### src/rtl/seg7_pkg.sv
// rtl/seg7_pkg.sv - shared 7-segment glyph table, result type and FSM states
package seg7_pkg;

  // Active-low segments, bit6=a .. bit0=g. Index = displayed value (0..9, A,b,C,d,E,F).
  localparam logic [6:0] SEG7_GLYPH [16] = '{
    7'b0000001, 7'b1001111, 7'b0010010, 7'b0000110,
    7'b1001100, 7'b0100100, 7'b0100000, 7'b0001111,
    7'b0000000, 7'b0000100, 7'b0001000, 7'b1100000,
    7'b0110001, 7'b1000010, 7'b0110000, 7'b0111000
  };

  localparam logic [6:0] SEG7_BLANK = 7'b1111111;

  typedef struct packed {
    logic [3:0] value;
    logic       is_hex;
    logic       blank;
    logic       err;
  } seg7_result_t;

  typedef enum logic {
    ST_IDLE    = 1'b0,
    ST_PRESENT = 1'b1
  } seg7_state_e;

  // Forward mapping used by the display encoder side.
  function automatic logic [6:0] seg7_encode(input logic [3:0] v);
    return SEG7_GLYPH[v];
  endfunction

endpackage

### src/rtl/seg7_glyph_lookup.sv
// rtl/seg7_glyph_lookup.sv - combinational reverse lookup of one 7-segment pattern
module seg7_glyph_lookup
  import seg7_pkg::*;
(
  input  logic [6:0] seg_i,
  output logic [3:0] value_o,
  output logic       is_letter_o,
  output logic       is_blank_o,
  output logic       legal_o
);

  // Match the pattern against every glyph; blank is legal but carries value 0.
  always_comb begin
    value_o     = 4'd0;
    is_letter_o = 1'b0;
    is_blank_o  = (seg_i == SEG7_BLANK);
    legal_o     = (seg_i == SEG7_BLANK);
    for (int i = 0; i < 16; i++) begin
      if (seg_i == SEG7_GLYPH[i]) begin
        value_o     = 4'(i);
        is_letter_o = (i >= 10);
        legal_o     = 1'b1;
      end
    end
  end

endmodule

### src/rtl/seg7_readback_decoder.sv
// rtl/seg7_readback_decoder.sv - debounced two-digit 7-segment readback with valid/ready result
module seg7_readback_decoder
  import seg7_pkg::*;
#(
  parameter int STABLE_CYCLES = 4  // legal 1..15
) (
  input  logic       clk,
  input  logic       reset_n,
  input  logic [6:0] seg0,
  input  logic [6:0] seg1,
  output logic       out_valid,
  input  logic       out_ready,
  output logic [3:0] value,
  output logic       is_hex,
  output logic       blank,
  output logic       err,
  output logic       overrun
);

  localparam logic [3:0] STABLE_MAX = 4'(STABLE_CYCLES);

  logic [6:0]   smp0_q, smp1_q;
  logic [13:0]  last_q;
  logic [3:0]   cnt_q, cnt_d;
  seg7_state_e  state_q, state_d;
  seg7_result_t res_q, res_d, dec_res;
  logic         overrun_q, overrun_d;
  logic         decode_fire;

  logic [3:0] lo_value, hi_value;
  logic       lo_letter, hi_letter;
  logic       lo_blank, hi_blank;
  logic       lo_legal, hi_legal;

  seg7_glyph_lookup u_lookup_lo (
    .seg_i       (smp0_q),
    .value_o     (lo_value),
    .is_letter_o (lo_letter),
    .is_blank_o  (lo_blank),
    .legal_o     (lo_legal)
  );

  seg7_glyph_lookup u_lookup_hi (
    .seg_i       (smp1_q),
    .value_o     (hi_value),
    .is_letter_o (hi_letter),
    .is_blank_o  (hi_blank),
    .legal_o     (hi_legal)
  );

  // Run length of identical samples, saturating so a long hold never wraps.
  always_comb begin
    cnt_d = 4'd1;
    if ({seg1, seg0} == {smp1_q, smp0_q}) begin
      cnt_d = (cnt_q == STABLE_MAX) ? cnt_q : cnt_q + 4'd1;
    end
  end

  // A stable pair is decoded once; repeating the same display yields nothing new.
  assign decode_fire = (cnt_q == STABLE_MAX) && ({smp1_q, smp0_q} != last_q);

  // Map the sampled pair to a number; anything not a legal display is an error.
  always_comb begin
    dec_res = '0;
    if (hi_blank && lo_blank) begin
      dec_res.blank = 1'b1;
    end else if (hi_blank && lo_legal) begin
      dec_res.value  = lo_value;
      dec_res.is_hex = lo_letter;
    end else if (hi_legal && !hi_blank && !hi_letter && (hi_value == 4'd1) &&
                 lo_legal && !lo_blank && !lo_letter && (lo_value <= 4'd5)) begin
      dec_res.value = 4'd10 + lo_value;
    end else begin
      dec_res.err = 1'b1;
    end
  end

  // Result handshake: new decodes overwrite a pending result, flagging overrun if unaccepted.
  always_comb begin
    state_d   = state_q;
    res_d     = res_q;
    overrun_d = 1'b0;
    case (state_q)
      ST_IDLE: begin
        if (decode_fire) begin
          state_d = ST_PRESENT;
          res_d   = dec_res;
        end
      end
      ST_PRESENT: begin
        if (decode_fire) begin
          res_d     = dec_res;
          overrun_d = !out_ready;
        end else if (out_ready) begin
          state_d = ST_IDLE;
          res_d   = '0;
        end
      end
      default: begin
        state_d = ST_IDLE;
        res_d   = '0;
      end
    endcase
  end

  // Sample registers, stability counter, dedup memory and handshake state.
  always_ff @(posedge clk) begin
    if (!reset_n) begin
      smp0_q    <= SEG7_BLANK;
      smp1_q    <= SEG7_BLANK;
      last_q    <= {SEG7_BLANK, SEG7_BLANK};
      cnt_q     <= 4'd0;
      state_q   <= ST_IDLE;
      res_q     <= '0;
      overrun_q <= 1'b0;
    end else begin
      smp0_q    <= seg0;
      smp1_q    <= seg1;
      cnt_q     <= cnt_d;
      state_q   <= state_d;
      res_q     <= res_d;
      overrun_q <= overrun_d;
      if (decode_fire) begin
        last_q <= {smp1_q, smp0_q};
      end
    end
  end

  assign out_valid = (state_q == ST_PRESENT);
  assign value     = res_q.value;
  assign is_hex    = res_q.is_hex;
  assign blank     = res_q.blank;
  assign err       = res_q.err;
  assign overrun   = overrun_q;

endmodule
### config.mk
export PLATFORM = sky130hd
export DESIGN_NAME = seg7_readback_decoder
export DESIGN_NICKNAME = d
export VERILOG_FILES = /design/src/rtl/seg7_pkg.sv /design/src/rtl/seg7_glyph_lookup.sv /design/src/rtl/seg7_readback_decoder.sv
export SDC_FILE = /design/constraint.sdc
export NUM_CORES = 1
export LEC_CHECK = 0
export ABC_CLOCK_PERIOD_IN_PS = 4300
export CAP_MARGIN = 30
export CORE_AREA = 2 2 75 77
export CTS_CLUSTER_SIZE = 16
export DETAILED_ROUTE_END_ITERATION = 16
export DIE_AREA = 0 0 77 79
export PLACE_DENSITY_LB_ADDON = 0.12
export SYNTH_ARGS = -nofsm -noshare
export SYNTH_HDL_FRONTEND = slang
export SYNTH_HIERARCHICAL = 1
export SYNTH_SLANG_ARGS = --single-unit
### constraint.sdc
create_clock -name clk -period 4.3 [get_ports clk]
set_input_delay 0.645 -clock clk [delete_from_list [all_inputs] [get_ports clk]]
set_output_delay 0.645 -clock clk [all_outputs]
set_load 0.02 [all_outputs]
# Yosys cells after proc, flatten, opt, wreduce, memory -nomap -nowiden
# Index checks and enable logic that the tools add are counted.
# op_classes
eq_ne	39
n_mux	92
magnitude_cmp	1
bitwise	1
n_reduce_logical	20
n_addsub	2
# op_table
op	count
4-bit 2-to-1 mux	30
7-bit by 6-bit == test with 1-bit output, second input constant	10
7-bit == test, second input constant	10
1-bit 2-to-1 mux	56
7-bit by 3-bit == test with 1-bit output, second input constant	4
7-bit by 4-bit == test with 1-bit output, second input constant	4
7-bit 2-to-1 mux	3
14-bit == test	1
7-bit by 1-bit == test with 1-bit output, second input constant	2
7-bit by 5-bit == test with 1-bit output, second input constant	2
7-bit logical NOT	2
14-bit inequality test	1
7-bit case mux with 2 select lines	1
1-bit logical AND	10
1-bit logical NOT	5
5-bit 2-to-1 mux	1
4-bit by 1-bit adder with 4-bit output, second input constant	1
4-bit adder, first input constant	1
4-bit by 1-bit == test with 1-bit output, second input constant	1
4-bit by 3-bit == test with 1-bit output, second input constant	1
4-bit by 3-bit less-or-equal comparator with 1-bit output, second input constant	1
2-bit inequality test, second input constant	2
2-bit AND reduction	2
3-bit by 2-bit inequality test with 1-bit output, second input constant	1
3 further kinds	3
# totals
inputBits	17
register_bits	41
output_inout_bits	9

# Depth between registers and ports, before layout
# Gate-level depths: netlist of the first run.
# logic_depth
depth_word	29
depth_mapped	11

# Modules after synthesis
# Netlist of the first run, hierarchy kept.
# modules_own_cells
mod	instances	cells_per_inst	area_each_um2	seq_area_each_um2
seg7_readback_decoder	1	208	1886.8	820.8
seg7_glyph_lookup	2	65	474.2	0.0

# Least setup slack after synthesis of the first run
# Ideal clock, no wire load.
# synth_timing
kind	flip-flop to flip-flop
from	register smp0_q[5]
to	register res_q, in the netlist value[0]
slack_ns	1.944
arrival_time_ns	2.285
stages_incl_launch_ff	9
setup_time_ns	0.072
period_less_slack_ns	2.356
cell_sequence	dfxtp_1 buf_2 nand2_1 nor3_1 or4b_1 nor4b_1 nand4_1 a221o_1 mux2i_1
# synth_between
elab_chain_cells	26
elab_cells_between_ends	75
classes_between	add/sub: 1; order compare: 1; eq/ne: 19; mux: 43; reduce/logical: 11
# synth_lines
item	line	text
start, declared	seg7_readback_decoder.sv:22	logic [6:0] smp0_q, smp1_q;
start signal, assigned	seg7_readback_decoder.sv:117	smp0_q <= seg0;
7-bit == test (*)	seg7_glyph_lookup.sv:16	is_blank_o = (seg_i == SEG7_BLANK);
named net lo_blank	seg7_readback_decoder.sv:32	logic lo_blank, hi_blank;
1-bit 2-to-1 mux (*) (16 in series)	seg7_glyph_lookup.sv:19	if (seg_i == SEG7_GLYPH[i]) begin
named net lo_legal	seg7_readback_decoder.sv:33	logic lo_legal, hi_legal;
1-bit logical AND	seg7_readback_decoder.sv:70	end else if (hi_legal && !hi_blank && !hi_letter && (hi_value == 4'd1) &&
1-bit logical AND (3 in series)	seg7_readback_decoder.sv:71	lo_legal && !lo_blank && !lo_letter && (lo_value <= 4'd5)) begin
4-bit 2-to-1 mux	seg7_readback_decoder.sv:70	
4-bit 2-to-1 mux (*)	seg7_readback_decoder.sv:67	end else if (hi_blank && lo_legal) begin
5-bit 2-to-1 mux (*)	seg7_readback_decoder.sv:65	if (hi_blank && lo_blank) begin
7-bit 2-to-1 mux, on equally long branches	seg7_readback_decoder.sv:91, seg7_readback_decoder.sv:85	
7-bit case mux with 2 select lines (*)	seg7_readback_decoder.sv:83	case (state_q)
end signal, assigned	seg7_readback_decoder.sv:121	res_q <= res_d;
end, declared	seg7_readback_decoder.sv:26	seg7_result_t res_q, res_d, dec_res;
# The timed path passes the listed nets; every way through them passes the cells marked *. The select of a mux whose other input is x is not followed.
# A chain may end at the register's enable or synchronous reset.

# Final worst setup path of the first run
# layout_timing
from	register smp0_q[4]
to	register res_q, in the netlist value[2]
# Same word-level chain as after synthesis.

==> results of run 1 <==
==> worst max-delay path, stage by stage, from the launching register on <==
cell and delay, ps:
dfxtp_1 790, nand2_1 140, nor3_1 640, or4b_1 270, nor4b_1 340, nand4_1 240
o21ai_0 300, nand2_1 80, mux2i_1 130
==> flip-flops by register name (all words and copies together), names as in the netlist <==
name       cells
last_q        14
smp0_q         7
value          4
err            1
overrun        1
out_valid      1
blank          1
smp1_q         7
cnt_q          4
is_hex         1
==> placed cells by master, fill, tap and decap left out, types with 3 or more instances in the layout <==
cell	Yosys	final
inv_1	20	20
or3_1	4	4
nor3_1	8	8
clkdlybuf4s50_1	0	25
o211ai_1	14	14
nor4_1	3	3
nand4_1	9	9
nand2b_1	20	20
a2bb2oi_1	4	4
clkbuf_8	0	5
nand2_1	29	29
o21ai_0	17	17
o21a_1	4	4
o21ai_1	3	3
dfxtp_1	41	41
nand3b_1	3	3
a21oi_1	7	7
nor3b_1	3	3
a31oi_1	4	4
mux2i_1	7	7
xnor2_1	29	29
nor2_1	10	10
o32a_1	4	4
ha_1	3	3
and3b_1	5	5
nand3_1	12	12
nand4b_1	4	4
==> cells by family after synthesis <==
logic type / Yosys count / share of synthesized area (%)
compound gates: 83 / 21.9
xor+xnor: 29 / 8.96
fa+ha+maj: 3 / 1.32
buf+inv: 47 / 9.58
flops: 41 / 28.9
mux: 7 / 2.47
simple gates: 128 / 26.8
==> worst paths after layout <==
check,start,to,slack [ps]
setup / recovery,smp0_q[4]$_SDFF_PN1_,value[2]$_SDFFE_PN0P_,1300
hold / removal,value[3]$_SDFFE_PN0P_,value[3]$_SDFFE_PN0P_,460
setup reg to reg,smp0_q[4]$_SDFF_PN1_,value[2]$_SDFFE_PN0P_,1300
hold reg to reg,value[3]$_SDFFE_PN0P_,value[3]$_SDFFE_PN0P_,460
==> final cells by class <==
type / instances / area [sq um] / area share (%)
Multi-Input combinational cell: 250 / 1740 / 56.4
Clock inverter: 2 / 35.0 / 1.13
Clock buffer: 5 / 68.8 / 2.23
Inverter: 20 / 75.1 / 2.43
Timing Repair Buffer: 26 / 258 / 8.34
Tap cell: 72 / 90.1 / 2.91
Sequential cell: 41 / 821 / 26.6
==> routing by layer <==
layer	global-route usage, %	vias up	share of wire [%]
met5	0	-	0
met4	10.2	0	2.8
met3	2.61	14	3.5
met2	32.6	49	46
met1	30.8	1148	48
li1	-	1237	-
==> where the power goes <==
| group | switching [uW] | internal (uW) | total (uW) |
|---|---|---|---|
| Sequential | 38.0 | 387 | 425 |
| Combinational | 45.3 | 54.3 | 99.6 |
| Clock | 129 | 169 | 298 |
==> through the flow <==
step | setup slack [ps] | utilization [%] | cells | instance area, sq um
after floorplan | 1940 | - | 338 | 2840
after global placement | 1370 | 56.0 | 409 | 2990
after detailed placement | 1330 | 56.0 | 409 | 2990
after CTS | 1320 | 57.9 | 416 | 3090
after global routing | 1060 | 57.9 | 416 | 3090
final | 1300 | 57.9 | 416 | 3090
==> flow_summary.yaml, run 1 <==
synth:
  async_reset_ff_share_pct: 0
  post-synth-top-count-cell: "dfxtp_1"
  yosys.area.top_type: "dfxtp_1"
  synth_cell_type_count: 54
  syn_nets: 358
  seq_area_frac_synth_pct: 28.9
  synth_flop_cell: "dfxtp_1"
  synth_top_area_share_pct: 28.9
  synth_edf_count: 0
  netlist_area_sq_um: 2840
  avgSynthCellArea_sq_um: 8.39
  yosys-top-cells-area: "dfxtp_1 (29%), xnor2_1 (9.0%), nand2b_1 (4.4%)"
  synthTopCellsByCount: "dfxtp_1 (41), nand2_1 (29), xnor2_1 (29)"
  syn_inst: 338
  yosysWarnings: 6
  synth_seq_cells: 41
placement:
  place.gp.congestion: 0.897
  io_buffer_count: 25
  dp_hpwl_mm: 4.27
sta:
  fin_worst_skew_ps: 7.88
  max_slew.worst_pin.slew_ps: 908
  setup_viol: 0
  hold_ws_ps: 464
  hold_violations: 0
  fin_crit_ps: 3000
  rsz0062_at_grt: "no"
  fin_tns_setup_ps: 0
  slew_violations: 0
  period_share_pct: 69.8
  timing.fmax_mhz: 333
  max_slew_margin_pct: 39.4
floorplanning:
  die_x_um: 77
  initial_core_util_pct: 53.1
  ios: 26
  row_count: 27
  die_area_sq_um: 6080
  die_y_um: 79
  coreArea_sq_um: 5340
route:
  vias_per_cell: 5.88
  wirelength_mm: 6.41
  via_count: 2448
  drtIter0Drc: 188
  ant_nets: 0
  drt-pass1-iter-count: 4
  drc: 0
  wl_per_cell_um: 15.4
setup_path:
  worstPathArrival_ps: 3220
  cp-end-kind: "flip-flop"
  path_class: "reg2reg"
  rr_worst_depth: 8
  cp_data_required_time_ps: 4520
  cp_max_fo: 21
  start_kind: "flip-flop"
global_routing:
  grt_overflow_total: 0
  grtUsageTotal_pct: 21.6
  antenna_found_initial: 0
  grt_max_degree: 37
  grt_pass1_wl_mm: 10.6
  grt_pass1_vias: 2152
final_layout:
  n_fill_cell: 521
  areaGrowthSynthToFinish_pct: 9.00
  layout.nets: 364
  num_antenna_cells: 0
  layout-drive-gt1-share_pct: 5.52
clock_network:
  cts_max_path_buffers: 2
  numCtsBuffers: 5
  cts_resized: 0
  clockRootBuffer: "clkbuf_8"
  hold_buffers: 0
  clk_latency_ps: 290
  cts_setup_buffers: 0
  cts_sinks: 41
  cts.clk_slew.worst_paths_ps: 80
  cts_tree: "yes"
  htreeDepth: 2
worst_hold_path:
  hold_depth: 2
  holdCritPathClass: "reg2reg"
pwr:
  powerDensity_nw_per_um2: 266
  vdd_drop_max_v: 0.000176
  totalPowerFinal_uw: 823
  power.leakage_uw: 0.00119
status:
  status: "completed"
job:
  drv_cap: 0
(Power assumes the default switching activity.)
==> run 2: changes to the inputs <==
--- a/config.mk
+++ b/config.mk
@@ -5,12 +5,12 @@
 export SDC_FILE = /design/constraint.sdc
 export NUM_CORES = 1
 export LEC_CHECK = 0
-export ABC_CLOCK_PERIOD_IN_PS = 4300
+export ABC_CLOCK_PERIOD_IN_PS = 2700
 export CAP_MARGIN = 30
-export CORE_AREA = 2 2 75 77
+export CORE_AREA = 2 2 77 79
 export CTS_CLUSTER_SIZE = 16
 export DETAILED_ROUTE_END_ITERATION = 16
-export DIE_AREA = 0 0 77 79
+export DIE_AREA = 0 0 79 81
 export PLACE_DENSITY_LB_ADDON = 0.12
 export SYNTH_ARGS = -nofsm -noshare
 export SYNTH_HDL_FRONTEND = slang
==> constraint.sdc (replaced) <==
create_clock -name clk -period 2.7 [get_ports clk]
set_input_delay 0.405 -clock clk [delete_from_list [all_inputs] [get_ports clk]]
set_output_delay 0.405 -clock clk [all_outputs]
set_load 0.02 [all_outputs]
==> run 2 against run 1 <==
Net effect: register-to-register slack lost 1100 ps; critical path type unchanged; worst hold slack gained 2.6 ps; final cell count grew 7.0%.
==> flow_summary.yaml, run 2 (synthesis results as in run 1) <==
final_layout:
  largest_register_ffs: 14
  reg.largest.list: "last_q (14), smp0_q (7), smp1_q (7)"
  top_register: "last_q"
  areaGrowthSynthToFinish_pct: 16.1
  layout_common_cells: "dfxtp_1 (35), xnor2_1 (29), nand2_1 (29), buf_4 (26), clkdlybuf4s50_1 (25)"
  layout_commonest_cell: "dfxtp_1"
  num_antenna_cells: 0
  layout.nets: 389
  layout-drive-gt1-share_pct: 14.6
global_routing:
  grt_max_degree: 37
  grtUsageTotal_pct: 22.5
  grt_util_met2_pct: 37.0
  grt.busiest_layer: "met2"
  grt_use_met1_pct: 30.8
  gr-usage-met3_pct: 3.33
  grt_pass1_vias: 2417
  antenna_found_initial: 0
  grt_overflow_total: 0
  grt_pass1_wl_mm: 11.4
job:
  drv_cap: 0
route:
  wl_per_cell_um: 15.3
  ant_nets: 0
  drtIter0Drc: 165
  vias_per_cell: 5.70
  drc: 0
  drt-pass1-iter-count: 4
  via_count: 2537
  wirelength_mm: 6.81
clock_network:
  cts_sinks: 41
  cts_max_path_buffers: 2
  cts_tree: "yes"
  clk_latency_ps: 300
  cts_setup_buffers: 0
  cts.clk_slew.worst_paths_ps: 80
  hold_buffers: 0
  numCtsBuffers: 5
  htreeDepth: 2
  clockRootBuffer: "clkbuf_8"
sta:
  period_share_pct: 93.3
  rsz0062_at_grt: "no"
  fin_crit_ps: 2520
  setup_viol: 0
  max_slew.worst_pin.slew_ps: 635
  fin_worst_skew_ps: 7.45
  hold_violations: 0
  timing.fmax_mhz: 397
  fin_tns_setup_ps: 0
  max_slew_margin_pct: 57.3
  slew_violations: 0
  setup_ws_ps: 182
setup_path:
  slowest_stage: "dfxtp_1"
  cp_cell_sequence: "buf_4, nor2_2, a32oi_2, o41ai_2, or4b_1, nor4b_2, nand4_1, nand3_1, mux2i_1"
  path_class: "reg2reg"
  worstPathArrival_ps: 2750
  startpoint: "smp0_q[1]$_SDFF_PN1_"
  cp_data_required_time_ps: 2930
  rr_worst_depth: 9
  cp_max_fo: 8
  cp-end-kind: "flip-flop"
  r2r_slack_ps: 180
  start_kind: "flip-flop"
  cpPeakStageDelay_ps: 540
  timing.rr.start: "smp0_q[1]$_SDFF_PN1_"
  r2r-end: "err$_SDFFE_PN0P_"
floorplanning:
  die_y_um: 81
  ios: 26
  die_area_sq_um: 6400
  initial_core_util_pct: 50.0
  die_x_um: 79
  row_count: 28
  coreArea_sq_um: 5680
placement:
  io_buffer_count: 25
  dp_hpwl_mm: 4.87
  place.gp.congestion: 0.857
  place_ws_ps: 59.7
pwr:
  power.leakage_uw: 0.00130
  powerDensity_nw_per_um2: 385
  vdd_drop_max_v: 0.000222
worst_hold_path:
  min_to: "err$_SDFFE_PN0P_"
  min_from: "err$_SDFFE_PN0P_"
  holdCritPathClass: "reg2reg"
  hold_depth: 2
status:
  status: "completed"
==> run 2: per-stage QoR <==
step	hold WS (ps)	utilization, %	cells	power, uW	instance area (sq um)
after global placement	452	56.0	437	873	3180
after floorplan	485	-	338	804	2840
after CTS	469	57.5	445	1270	3260
after detailed placement	458	56.0	437	875	3180
final	467	58.0	445	1270	3290
after global routing	504	58.0	445	1330	3290
==> run 2: cell type report <==
cell class	instances	area [sq um]
clock buffers	5	68.8
clock inverters	3	17.5
fillers	533	2380
inverters	20	75.1
multi-input cells	250	1760
flip-flops and latches	41	828
well taps	75	93.8
repair buffers	51	445
==> run 2: critical path, delay by kind of cell, from the launching register on <==
| family | cells | cell delay, ps |
|---|---|---|
| AOI/OAI and AO/OA | 2 | 440 |
| buffers and inverters | 1 | 210 |
| DFF | 1 | 540 |
| muxes | 1 | 150 |
| and+or+nand+nor | 5 | 1120 |
==> run 2: how the worst max path moves through the flow <==
stage | slack, ps | end
final | 180 | err$_SDFFE_PN0P_
after global routing | 2 | value[3]$_SDFFE_PN0P_
after CTS | 20 | value[0]$_SDFFE_PN0P_
after detailed placement | 60 | value[0]$_SDFFE_PN0P_
after global placement | 130 | value[0]$_SDFFE_PN0P_
after floorplan | 340 | value[0]$_SDFFE_PN0P_
==> run 2: power by group <==
part	switching, uW	total (uW)	internal (uW)	leakage, uW
combinational	100	208	108	0.000925
clock	224	403	179	0.0000439
sequential	39.5	657	617	0.000334
==> run 2: layer usage <==
metal	vias up	part of all wire, %	wire length (um)
met3	12	3.1	209
li1	1283	-	-
met2	50	47	3200
met5	-	0	0
met1	1192	48	3290
met4	0	1.6	108
==> run 2: timing repair <==
| action | CTS | global route |
|---|---|---|
| gates resized for setup | 0 | 10 |
| hold endpoints to repair | 0 | 0 |
| setup endpoints to repair | 0 | 5 |
